===== config.mk =====
export PLATFORM = sky130hd
export DESIGN_NAME = fram_spi_controller
export DESIGN_NICKNAME = d
export VERILOG_FILES = /design/src/rtl/fram_spi_controller.sv
export SDC_FILE = /design/constraint.sdc
export NUM_CORES = 1
export LEC_CHECK = 0
export BUFFER_PORTS_ARGS = -buffer_cell sky130_fd_sc_hd__buf_2
export CORE_MARGIN = 2
export CORE_UTILIZATION = 44
export DETAILED_ROUTE_END_ITERATION = 10
export PLACE_DENSITY = 0.65
export SETUP_SLACK_MARGIN = 0.1
export SYNTH_ARGS = -nofsm -noshare
export SYNTH_HDL_FRONTEND = slang
export SYNTH_SLANG_ARGS = --single-unit
export TNS_END_PERCENT = 20

===== constraint.sdc =====
create_clock -name clk -period 1.77 [get_ports clk]
set_input_delay 0.2655 -clock clk [delete_from_list [all_inputs] [get_ports clk]]
set_output_delay 0.2655 -clock clk [all_outputs]
set_load 0.01 [all_outputs]

===== src/rtl/fram_spi_controller.sv =====
// fram_spi_controller: word-oriented SPI mode-0 master for an MB85RS-style FRAM.
// Serves one 16-bit read or write per accepted start. A write issues WREN first.
// Each word is stored big-endian at byte address {addr[14:0], 1'b0}.
module fram_spi_controller #(
  parameter int unsigned DIV    = 2,  // SCK half-period in clk cycles
  parameter int unsigned CS_GAP = 4   // cs-high cycles after every frame
) (
  input  logic        clk,
  input  logic        rst_n,
  input  logic [15:0] addr,
  input  logic [15:0] data_in,
  input  logic        we,
  input  logic        start,
  output logic [15:0] data_out,
  output logic        done,
  output logic        busy,
  output logic        spi_sck,
  output logic        spi_mosi,
  input  logic        spi_miso,
  output logic        spi_cs
);

  localparam int unsigned DivW = (DIV > 1) ? $clog2(DIV) : 1;
  localparam int unsigned GapW = (CS_GAP > 1) ? $clog2(CS_GAP) : 1;

  localparam logic [2:0] StIdle       = 3'd0;
  localparam logic [2:0] StWrenShift  = 3'd1;
  localparam logic [2:0] StWrenGap    = 3'd2;
  localparam logic [2:0] StFrameShift = 3'd3;
  localparam logic [2:0] StFinish     = 3'd4;

  localparam logic [7:0] CmdWren  = 8'h06;
  localparam logic [7:0] CmdWrite = 8'h02;
  localparam logic [7:0] CmdRead  = 8'h03;

  logic [2:0]      state_q, state_d;
  logic [DivW-1:0] div_q, div_d;
  logic [5:0]      bit_q, bit_d;
  logic [GapW-1:0] gap_q, gap_d;
  logic [39:0]     tx_q, tx_d;
  logic [15:0]     rx_q, rx_d;
  logic            sck_q, sck_d;
  logic            cs_q, cs_d;
  logic            done_q, done_d;
  logic            busy_q, busy_d;
  logic            we_q, we_d;
  logic [14:0]     addr_q, addr_d;
  logic [15:0]     wdata_q, wdata_d;
  logic [15:0]     data_out_q, data_out_d;
  logic [5:0]      last_bit;

  // Bit 15 of the word address has no meaning for the FRAM.
  logic unused_addr_msb;
  assign unused_addr_msb = addr[15];

  assign last_bit = (state_q == StWrenShift) ? 6'd7 : 6'd39;

  // Next-state logic: request accept, bit shifting, cs gaps and completion.
  always_comb begin
    state_d    = state_q;
    div_d      = div_q;
    bit_d      = bit_q;
    gap_d      = gap_q;
    tx_d       = tx_q;
    rx_d       = rx_q;
    sck_d      = sck_q;
    cs_d       = cs_q;
    done_d     = 1'b0;
    busy_d     = busy_q;
    we_d       = we_q;
    addr_d     = addr_q;
    wdata_d    = wdata_q;
    data_out_d = data_out_q;

    case (state_q)
      StIdle: begin
        // busy stays high through the done cycle, drops on the next edge
        busy_d = 1'b0;
        if (start) begin
          addr_d  = addr[14:0];
          wdata_d = data_in;
          we_d    = we;
          busy_d  = 1'b1;
          cs_d    = 1'b0;
          sck_d   = 1'b0;
          div_d   = '0;
          bit_d   = '0;
          if (we) begin
            tx_d    = {CmdWren, 32'h0};
            state_d = StWrenShift;
          end else begin
            tx_d    = {CmdRead, addr[14:0], 1'b0, 16'h0};
            state_d = StFrameShift;
          end
        end
      end

      StWrenShift, StFrameShift: begin
        if (div_q == DivW'(DIV - 1)) begin
          div_d = '0;
          if (!sck_q) begin
            sck_d = 1'b1;
            // Shift on every rising edge; the last 16 are the read word.
            rx_d  = {rx_q[14:0], spi_miso};
          end else begin
            sck_d = 1'b0;
            if (bit_q == last_bit) begin
              cs_d    = 1'b1;
              tx_d    = '0;
              gap_d   = '0;
              state_d = (state_q == StWrenShift) ? StWrenGap : StFinish;
            end else begin
              bit_d = bit_q + 6'd1;
              tx_d  = {tx_q[38:0], 1'b0};
            end
          end
        end else begin
          div_d = div_q + 1'b1;
        end
      end

      StWrenGap: begin
        if (gap_q == GapW'(CS_GAP - 1)) begin
          cs_d    = 1'b0;
          div_d   = '0;
          bit_d   = '0;
          tx_d    = {CmdWrite, addr_q, 1'b0, wdata_q};
          state_d = StFrameShift;
        end else begin
          gap_d = gap_q + 1'b1;
        end
      end

      StFinish: begin
        if (gap_q == GapW'(CS_GAP - 1)) begin
          done_d  = 1'b1;
          state_d = StIdle;
          if (!we_q) begin
            data_out_d = rx_q;
          end
        end else begin
          gap_d = gap_q + 1'b1;
        end
      end

      default: begin
        state_d = StIdle;
        cs_d    = 1'b1;
        sck_d   = 1'b0;
        tx_d    = '0;
        busy_d  = 1'b0;
      end
    endcase
  end

  // State registers; reset abandons any transaction in flight.
  always_ff @(posedge clk or negedge rst_n) begin
    if (!rst_n) begin
      state_q    <= StIdle;
      div_q      <= '0;
      bit_q      <= '0;
      gap_q      <= '0;
      tx_q       <= '0;
      rx_q       <= '0;
      sck_q      <= 1'b0;
      cs_q       <= 1'b1;
      done_q     <= 1'b0;
      busy_q     <= 1'b0;
      we_q       <= 1'b0;
      addr_q     <= '0;
      wdata_q    <= '0;
      data_out_q <= '0;
    end else begin
      state_q    <= state_d;
      div_q      <= div_d;
      bit_q      <= bit_d;
      gap_q      <= gap_d;
      tx_q       <= tx_d;
      rx_q       <= rx_d;
      sck_q      <= sck_d;
      cs_q       <= cs_d;
      done_q     <= done_d;
      busy_q     <= busy_d;
      we_q       <= we_d;
      addr_q     <= addr_d;
      wdata_q    <= wdata_d;
      data_out_q <= data_out_d;
    end
  end

  assign spi_sck  = sck_q;
  assign spi_cs   = cs_q;
  assign spi_mosi = tx_q[39];
  assign done     = done_q;
  assign busy     = busy_q;
  assign data_out = data_out_q;

endmodule


# Word-level counts from Yosys, hierarchy flattened
# Cells that the tools add are included.
# classes
n_lt_le_gt_ge,0
div_mod_pow,0
n_addsub,3
reduce_logical,16
n_shift,0
n_bitwise,4
n_mux,43
eq_ne,14
mul,0
# op_table
op,count
$mux 40,5
$pmux 40 s4,1
$mux 6,6
$mux 35,1
$mux 3,7
$pmux 6 s3,1
$reduce_and 6->1,3
$ne 2x2->1 const B,8
$pmux 3 s4,1
$reduce_and 3->1,4
$mux 1,11
$mux 2,5
$reduce_and 5->1,2
$add 6x1->6 const B,1
$eq 3x2->1 const B,2
$eq 6x6->1,1
$pmux 1 s3,2
$not 1->1,4
$pmux 1 s4,1
$pmux 2 s2,1
$reduce_or 2->1,2
$reduce_or 4->1,1
$eq 3x1->1 const B,1
$eq 3x3->1 const B,1
other kinds (8),8
# totals
latchBits,0
mem_bits_ro,0
mem_bits_rw,0
mem_count,0
register_bits,120
input_bits,37

# Longest topological paths before layout
# Gate-level depths: netlist (run 1).
# logic_depth
word_depth,7
ltp_mapped,7

# Worst setup path after synthesis (run 1)
# OpenSTA, ideal clock, no wires.
# synth_path
kind,register -> register
start,reg state_q[2]
end,reg rx_q[10]
arrival_ns,1.582
setup_slack_ns,0.063
required_ns,1.645
synth_period_minus_slack_ns,1.707
path_stages_with_launch,6
setup_ns,0.125
cell_sequence,dfrtp_1 buf_2 nand2b_4 nor3b_4 buf_4 mux2_2
# synth_between
elab_chain_cells,3
# synth_lines
element,line,rtl
start: declaration,36,"logic [2:0] state_q, state_d;"
start signal: assignment,159,state_q <= StIdle;
start signal: assignment,174,state_q <= state_d;
$eq 3x1->1 / $eq 3x2->1 (equally long branches),75,case (state_q)
$reduce_or 2->1 (*),75,
$reduce_and 3->1 (no source line) (*),--,
end signal: assignment,179,rx_q <= rx_d;
end: declaration,41,"logic [15:0] rx_q, rx_d;"
# Mark *: on every way between the ends. The rest lies on a longest branch, timed or not.
# A chain may end at the register's enable or synchronous reset.

# Final worst setup path (run 1)
# layout_path
start,reg state_q[0]
end,reg tx_q[6]
# layout_between
elab_chain_cells,7
# layout_lines
element,line,rtl
$eq 3x1->1,"56, 75",
$mux 6,56,assign last_bit = (state_q == StWrenShift) ? 6'd7 : 6'd39;
$eq 6x6->1,107,if (bit_q == last_bit) begin
$mux 40,107,
$mux 40,101,if (!sck_q) begin
$mux 40,99,if (div_q == DivW'(DIV - 1)) begin
$pmux 40 s4,75,
end signal: assignment,178,tx_q <= tx_d;
end: declaration,40,"logic [39:0] tx_q, tx_d;"
# Several ways; a longest one is shown, not always the timed one. The select of a mux whose other input is x is not followed.

==> results.yml, run 1 <==
status:
  status: "complete, no violations"
floorplanning:
  placementRows: 39
  die_y_um: 113
  io_pins: 58
  start_util_pct: 45.5
  core_sq_um: 11600
  die_w_um: 113
  die_area_sq_um: 12900
timing:
  clock_skew_ns: 0.00790
  setup_viol: 0
  relSlewSlack_pct: 64.3
  slew_viol_final: 0
  max_freq_mhz: 594
  hold_viol: 0
  rsz0062_at_grt: "true"
  tightest_slew_ns: 0.533
  period_needed_ns: 1.68
  finalCritPeriodShare_pct: 95.1
worst_setup_path:
  critical-path-max-stage-delay_ns: 0.44
  cp.arrival_ns: 1.97
  worstPathCellList: "nor2_2 -> buf_4 -> o21ai_1 -> o21ai_4 -> buf_12 -> clkbuf_16 -> a221o_1"
  crit_fanout: 9
  critPathLaunchType: "flip-flop"
  worst-path-buf-inv: 3
  cp-end-kind: "flip-flop"
  crit_type: "reg -> reg"
  rrSetupSlack_ns: 0.09
  crit_family: "compound AO/OA/AOI/OAI gates"
  slowest_stage: "dfrtp_2"
  required_ns: 2.05
final_layout:
  diodes: 0
  finalNetCount: 514
  drive_gt1_share_pct: 45.9
  area_growth_pct: 31.6
  finalNonFillerCells: 631
  postLayoutCoreUtil_pct: 59.9
route:
  wirelength_mm: 10.9
  wl_per_cell_um: 17.3
  drc: 0
  dr.pass1.iters: 5
  route.vias.total: 3515
  vias_per_cell: 5.57
  ant_nets: 0
  drtIter0Drc: 184
synthesis:
  seq_area_frac_synth_pct: 57.1
  syn_area_sq_um: 5270
  ys_types: 51
  syn_area_per_cell_sq_um: 13.9
  synthesis.nets: 418
  synthCells: 379
  yosysWarnings: 0
  synth_seq_cells: 120
placed_design:
  gp_congestion: 0.827
  placed_cells: 586
  portBuffers: 56
  dp_hpwl_mm: 6.73
global_route:
  grt_use_met3_pct: 5.21
  grtUsageTotal_pct: 17.2
  grt_pass1_vias: 3498
  grt_max_degree: 48
  grt_antenna_before_repair: 0
  busiest_layer: "met2"
  grt_pass1_wl_mm: 17.4
  grt_use_met1_pct: 22.5
  grtUsageMet2_pct: 27.7
  overflow: 0
clock_network:
  cts_buffers: 17
  clk_path_buf_depth: 2
  clkTransAtPathRegs_ns: 0.06
  clkSinkCount: 120
  clockRootBuffer: "clkbuf_16"
  cts_tree: "built"
  clock_latency_ns: 0.40
  htreeDepth: 4
pwr:
  vdd_drop_max_mv: 1.09
  cellLeakagePower_nw: 3.45
  power_density_nw_per_um2: 1920
run:
  timing.max_cap.violations: 0
min_path:
  hp-class: "in -> reg"
synth_stat cells, drive strengths merged:
library cell,instances,area [sq um]
xor2,2,17.5
o22ai,1,6.26
nand3,1,5.00
a31o,2,17.5
buf,23,141
dfstp,1,26.3
mux2,64,721
nand4b,3,41.3
nand2b,3,26.3
a221oi,1,8.76
and4,1,8.76
nor2,8,32.5
xnor2,4,42.6
a21oi,9,52.6
nor3,2,15.0
o21ai,4,20.0
and2b,1,7.51
inv,6,22.5
and3,17,106
clkbuf,3,11.3
nor2b,3,18.8
mux2i,6,63.8
a31oi,2,12.5
ha,2,25.0
dfrtp,119,2980
a211oi,6,57.6
a2111oi,1,27.5
a21boi,1,18.8
nor3b,3,43.8
a311oi,1,8.76
a22o,38,333
a21o,16,120
a32o,1,10.0
nor4,1,12.5
nand2,4,15.0
or4,1,7.51
a221o,17,170
and4bb,1,12.5
state kept, by name, indices dropped and copies added (netlist names):
signal	flops
tx_q	40
data_out	16
rx_q	16
wdata_q	16
addr_q	15
bit_q	6
state_q	3
gap_q	2
busy	1
div_q	1
done	1
spi_cs	1
spi_sck	1
we_q	1
final timing paths:
path	endpoint	startpoint	cells past startpoint
setup reg to reg	tx_q[6]	state_q[0]	7
hold reg to reg	data_out[11]	data_out[11]	1
setup / recovery	tx_q[6]	state_q[0]	7
hold / removal	wdata_q[1]	data_in[1]	2
min in group asynchronous	data_out[10]	rst_n	2
max in group asynchronous	spi_cs	rst_n	3
cells by family (layout without fill, tap and decap cells):
logic type      Yosys count  count (layout)  synth area share, %
compound gates          100             100                 16.4
xor+xnor                  6               6                 1.14
buf+inv                  32             141                 3.33
flops                   120             120                 57.1
fa+ha+maj                 2               2                0.475
simple gates             49              49                 6.70
mux                      70              70                 14.9
final cells by class:
class                           count  area, sq um
Clock buffer                       20          457
Clock inverter                     12          292
Fill cell                         882         4640
Inverter                            6         22.5
Multi-Input combinational cell    227         2170
Sequential cell                   120         3010
Tap cell                          143          179
Timing Repair Buffer              103          807
metal layers:
layer  wire length, um  vias up  part of all wire [%]
met5                 0        -                     0
met4                85        0                  0.78
met3               515        9                   4.7
met2              5440       88                    50
met1              4880     1784                    45
li1                  -     1634                     -
placed cells by master (no fill, tap or decap), types with 3 or more instances in the layout:
cell       instances
a21oi_2            3
mux2_2            62
dfrtp_1          117
inv_1              6
and3_1            16
nor2b_1            3
a21o_1            16
bufinv_16          9
buf_6              5
a211oi_1           5
a221o_1           17
buf_4             30
nand2_1            4
a22o_1            38
mux2i_1            5
xnor2_1            3
buf_12            10
buf_2             55
nor2_1             7
a21oi_1            4
clkbuf_16         18
power by group:
part,switching [mW],internal [mW],leakage [nW]
Sequential,0.620,3.72,1.56
Combinational,2.15,2.48,1.53
Clock,1.20,3.15,0.361
Total,3.98,9.35,3.45
stage by stage:
step,cell area (sq um),power [mW],hold WS [ns],setup TNS (ns),setup WS (ns)
3_5_place_dp,5950,8.28,0.142,-0.441,-0.0426
5_1_grt,6930,14.0,0.0719,0,0.0219
3_3_place_gp,5950,8.09,0.139,-0.112,-0.0224
4_1_cts,6740,12.8,0.0764,0,0.00439
2_1_floorplan,5280,6.99,-0.0301,0,0.104
6_report,6930,13.3,0.0908,0,0.0865
timing repair:
action / CTS / global route
gates cloned: 0 / 3
pin swaps: 0 / 8
hold buffers: 1 / 0
endpoints found under the hold margin: 12 / 0
endpoints found under the setup margin: 54 / 86
gates resized for setup: 7 / 18
setup buffers: 0 / 9
Note: power is estimated with default switching activity, not from simulation.
==> inputs of run 2 (changes only) <==
--- a/config.mk
+++ b/config.mk
@@ -5,11 +5,11 @@
 export SDC_FILE = /design/constraint.sdc
 export NUM_CORES = 1
 export LEC_CHECK = 0
-export BUFFER_PORTS_ARGS = -buffer_cell sky130_fd_sc_hd__buf_2
 export CORE_MARGIN = 2
-export CORE_UTILIZATION = 44
+export CORE_UTILIZATION = 55
 export DETAILED_ROUTE_END_ITERATION = 10
-export PLACE_DENSITY = 0.65
+export DONT_BUFFER_PORTS = 1
+export PLACE_DENSITY = 0.73
 export SETUP_SLACK_MARGIN = 0.1
 export SYNTH_ARGS = -nofsm -noshare
 export SYNTH_HDL_FRONTEND = slang
==> run 2 against run 1 <==
Effect of this change: the flow now finishes with violations (negative hold slack); final cell count is 9.2% lower; global-route usage up 4.8 points; maximum frequency shrank 1.4%; power shrank 12%; count of clock-buffer cells in the layout grew 3; non-clock buffer count shrank 43; register-to-register slack worse by 0.02 ns; die area shrank 19%; via count decreased by 3.6%; sequential cell count is the same; critical path type unchanged; critical endpoint is now tx_q[26]; largest cell class unchanged; highest routed layer unchanged.
==> results.yml, run 2 (same netlist as run 1, synthesis figures left out) <==
floorplanning:
  die_area_sq_um: 10400
  start_util_pct: 56.7
  placementRows: 35
  die_w_um: 102
  io_pins: 58
  die_y_um: 102
  core_sq_um: 9280
timing:
  tightest_slew_ns: 0.479
  setup_viol: 0
  rsz0062_at_grt: "true"
  hold_slack_ns: -0.552
  max_freq_mhz: 586
  period_needed_ns: 1.71
  slew_viol_final: 0
  relSlewSlack_pct: 67.4
  finalCritPeriodShare_pct: 96.5
  hold_viol: 120
  fin_setup_tns_ns: 0
  clock_skew_ns: 0.00885
worst_setup_path:
  cp.arrival_ns: 2.10
  crit_type: "reg -> reg"
  worst-path-buf-inv: 1
  critical-path-max-stage-delay_ns: 0.41
  critPathLaunchType: "flip-flop"
  worstPathCellList: "ha_2 -> mux2i_2 -> a211oi_4 -> buf_12 -> a22o_1"
  crit_family: "multiplexers"
  crit_fanout: 15
  required_ns: 2.16
  slowest_stage: "mux2i_2"
  cp-end-kind: "flip-flop"
route:
  wirelength_mm: 10.2
  route.vias.total: 3388
  drtIter0Drc: 162
  dr.pass1.iters: 4
  drc: 0
  vias_per_cell: 5.91
  wl_per_cell_um: 17.9
  ant_nets: 0
pwr:
  vdd_drop_max_mv: 0.981
  swShare_pct: 30.9
  power.total_mw: 11.8
  p_comb_share_pct: 32.5
  cellLeakagePower_nw: 3.15
  power_switching_mw: 3.63
  power_frac_seq_pct: 37.3
  clockPowerShare_pct: 30.2
  p_int_mw: 8.12
  power_density_nw_per_um2: 1800
clock_network:
  clock_latency_ns: 0.51
  ctsHoldBuffers: 34
  cts_tree: "built"
  clockRootBuffer: "clkbuf_8"
  clk_path_buf_depth: 2
  clkTransAtPathRegs_ns: 0.06
  clkSinkCount: 120
  cts_buffers: 17
  htreeDepth: 4
final_layout:
  finalNonFillerCells: 573
  finalNetCount: 471
  largest_reg_flops: 40
  top_register: "tx_q"
  area_growth_pct: 24.3
  layout_common_cells: "dfrtp_1, mux2_2, a22o_1"
  diodes: 0
  fillCellCount: 628
  drive_gt1_share_pct: 31.5
  multi_input_area_sq_um: 2110
  layout.cells.most_common: "dfrtp_1"
  regArea_sq_um: 3010
global_route:
  grtUsageTotal_pct: 21.9
  grt_pass1_vias: 3660
  grt_antenna_before_repair: 0
  grt_max_degree: 121
  overflow: 0
  grt_pass1_wl_mm: 17.5
status:
  status: "finished with violations"
  violations: "negative hold slack"
min_path:
  hp-class: "in -> async"
run:
  timing.max_cap.violations: 0
placed_design:
  placed_cells: 507
  portBuffers: 0
  dp_hpwl_mm: 5.98
  gp_congestion: 0.821
run 2: cell type report:
class	count	area share [%]
clock inverters	8	2.20
inverters	6	0.344
flip-flops and latches	120	46.0
clock buffers	23	7.13
well taps	129	2.47
multi-input cells	227	32.3
repair buffers	60	9.58
run 2: power groups by stage:
stage	logic, mW	clock network [mW]	registers (mW)
3_3_place_gp	3.50	0	4.35
6_report	3.82	3.55	4.38
2_1_floorplan	2.79	0	4.20
3_5_place_dp	3.64	0	4.39
4_1_cts	3.81	3.59	4.37
5_1_grt	4.19	3.74	4.51
run 2: worst paths after layout:
kind                           from       end  slack, ns  cells past startpoint
max in group asynchronous     rst_n    spi_cs       2.13                      0
hold reg to reg            tx_q[34]  tx_q[34]       0.48                      1
setup / recovery           gap_q[0]  tx_q[26]       0.06                      5
setup reg to reg           gap_q[0]  tx_q[26]       0.06                      5
min in group clk           addr[14]  tx_q[31]       0.08                      3
hold / removal                rst_n   rx_q[9]      -0.55                      0
run 2: repair_timing:
action	in CTS	in global routing
setup endpoints to repair	77	104
resized for setup	4	4
hold endpoints to repair	156	120
buffers inserted	1	0
pin swaps	0	2
run 2: metal layers:
layer  vias to the layer above  part of all wire, %  track usage (%)
met5                         -                    0                0
met4                         0                  1.8             9.13
met3                        19                  4.3             6.50
met2                       102                   50             35.9
met1                      1717                   44             27.3
li1                       1550                    -                -
run 2: worst register-to-register path: stages, from the launching register on:
cell,delay [ns]
dfrtp_1,0.39
ha_2,0.23
mux2i_2,0.41
a211oi_4,0.15
buf_12,0.18
a22o_1,0.23
run 2: metrics by stage:
step | util, % | setup WS, ns | area, sq um
final | 70.5 | 0.0628 | 6540
after global routing | 70.5 | -0.000312 | 6540
after CTS | 70.3 | 0.0450 | 6530
after detailed placement | 59.8 | -0.112 | 5550
after global placement | 59.8 | -0.0252 | 5550
after floorplan | - | 0.104 | 5280
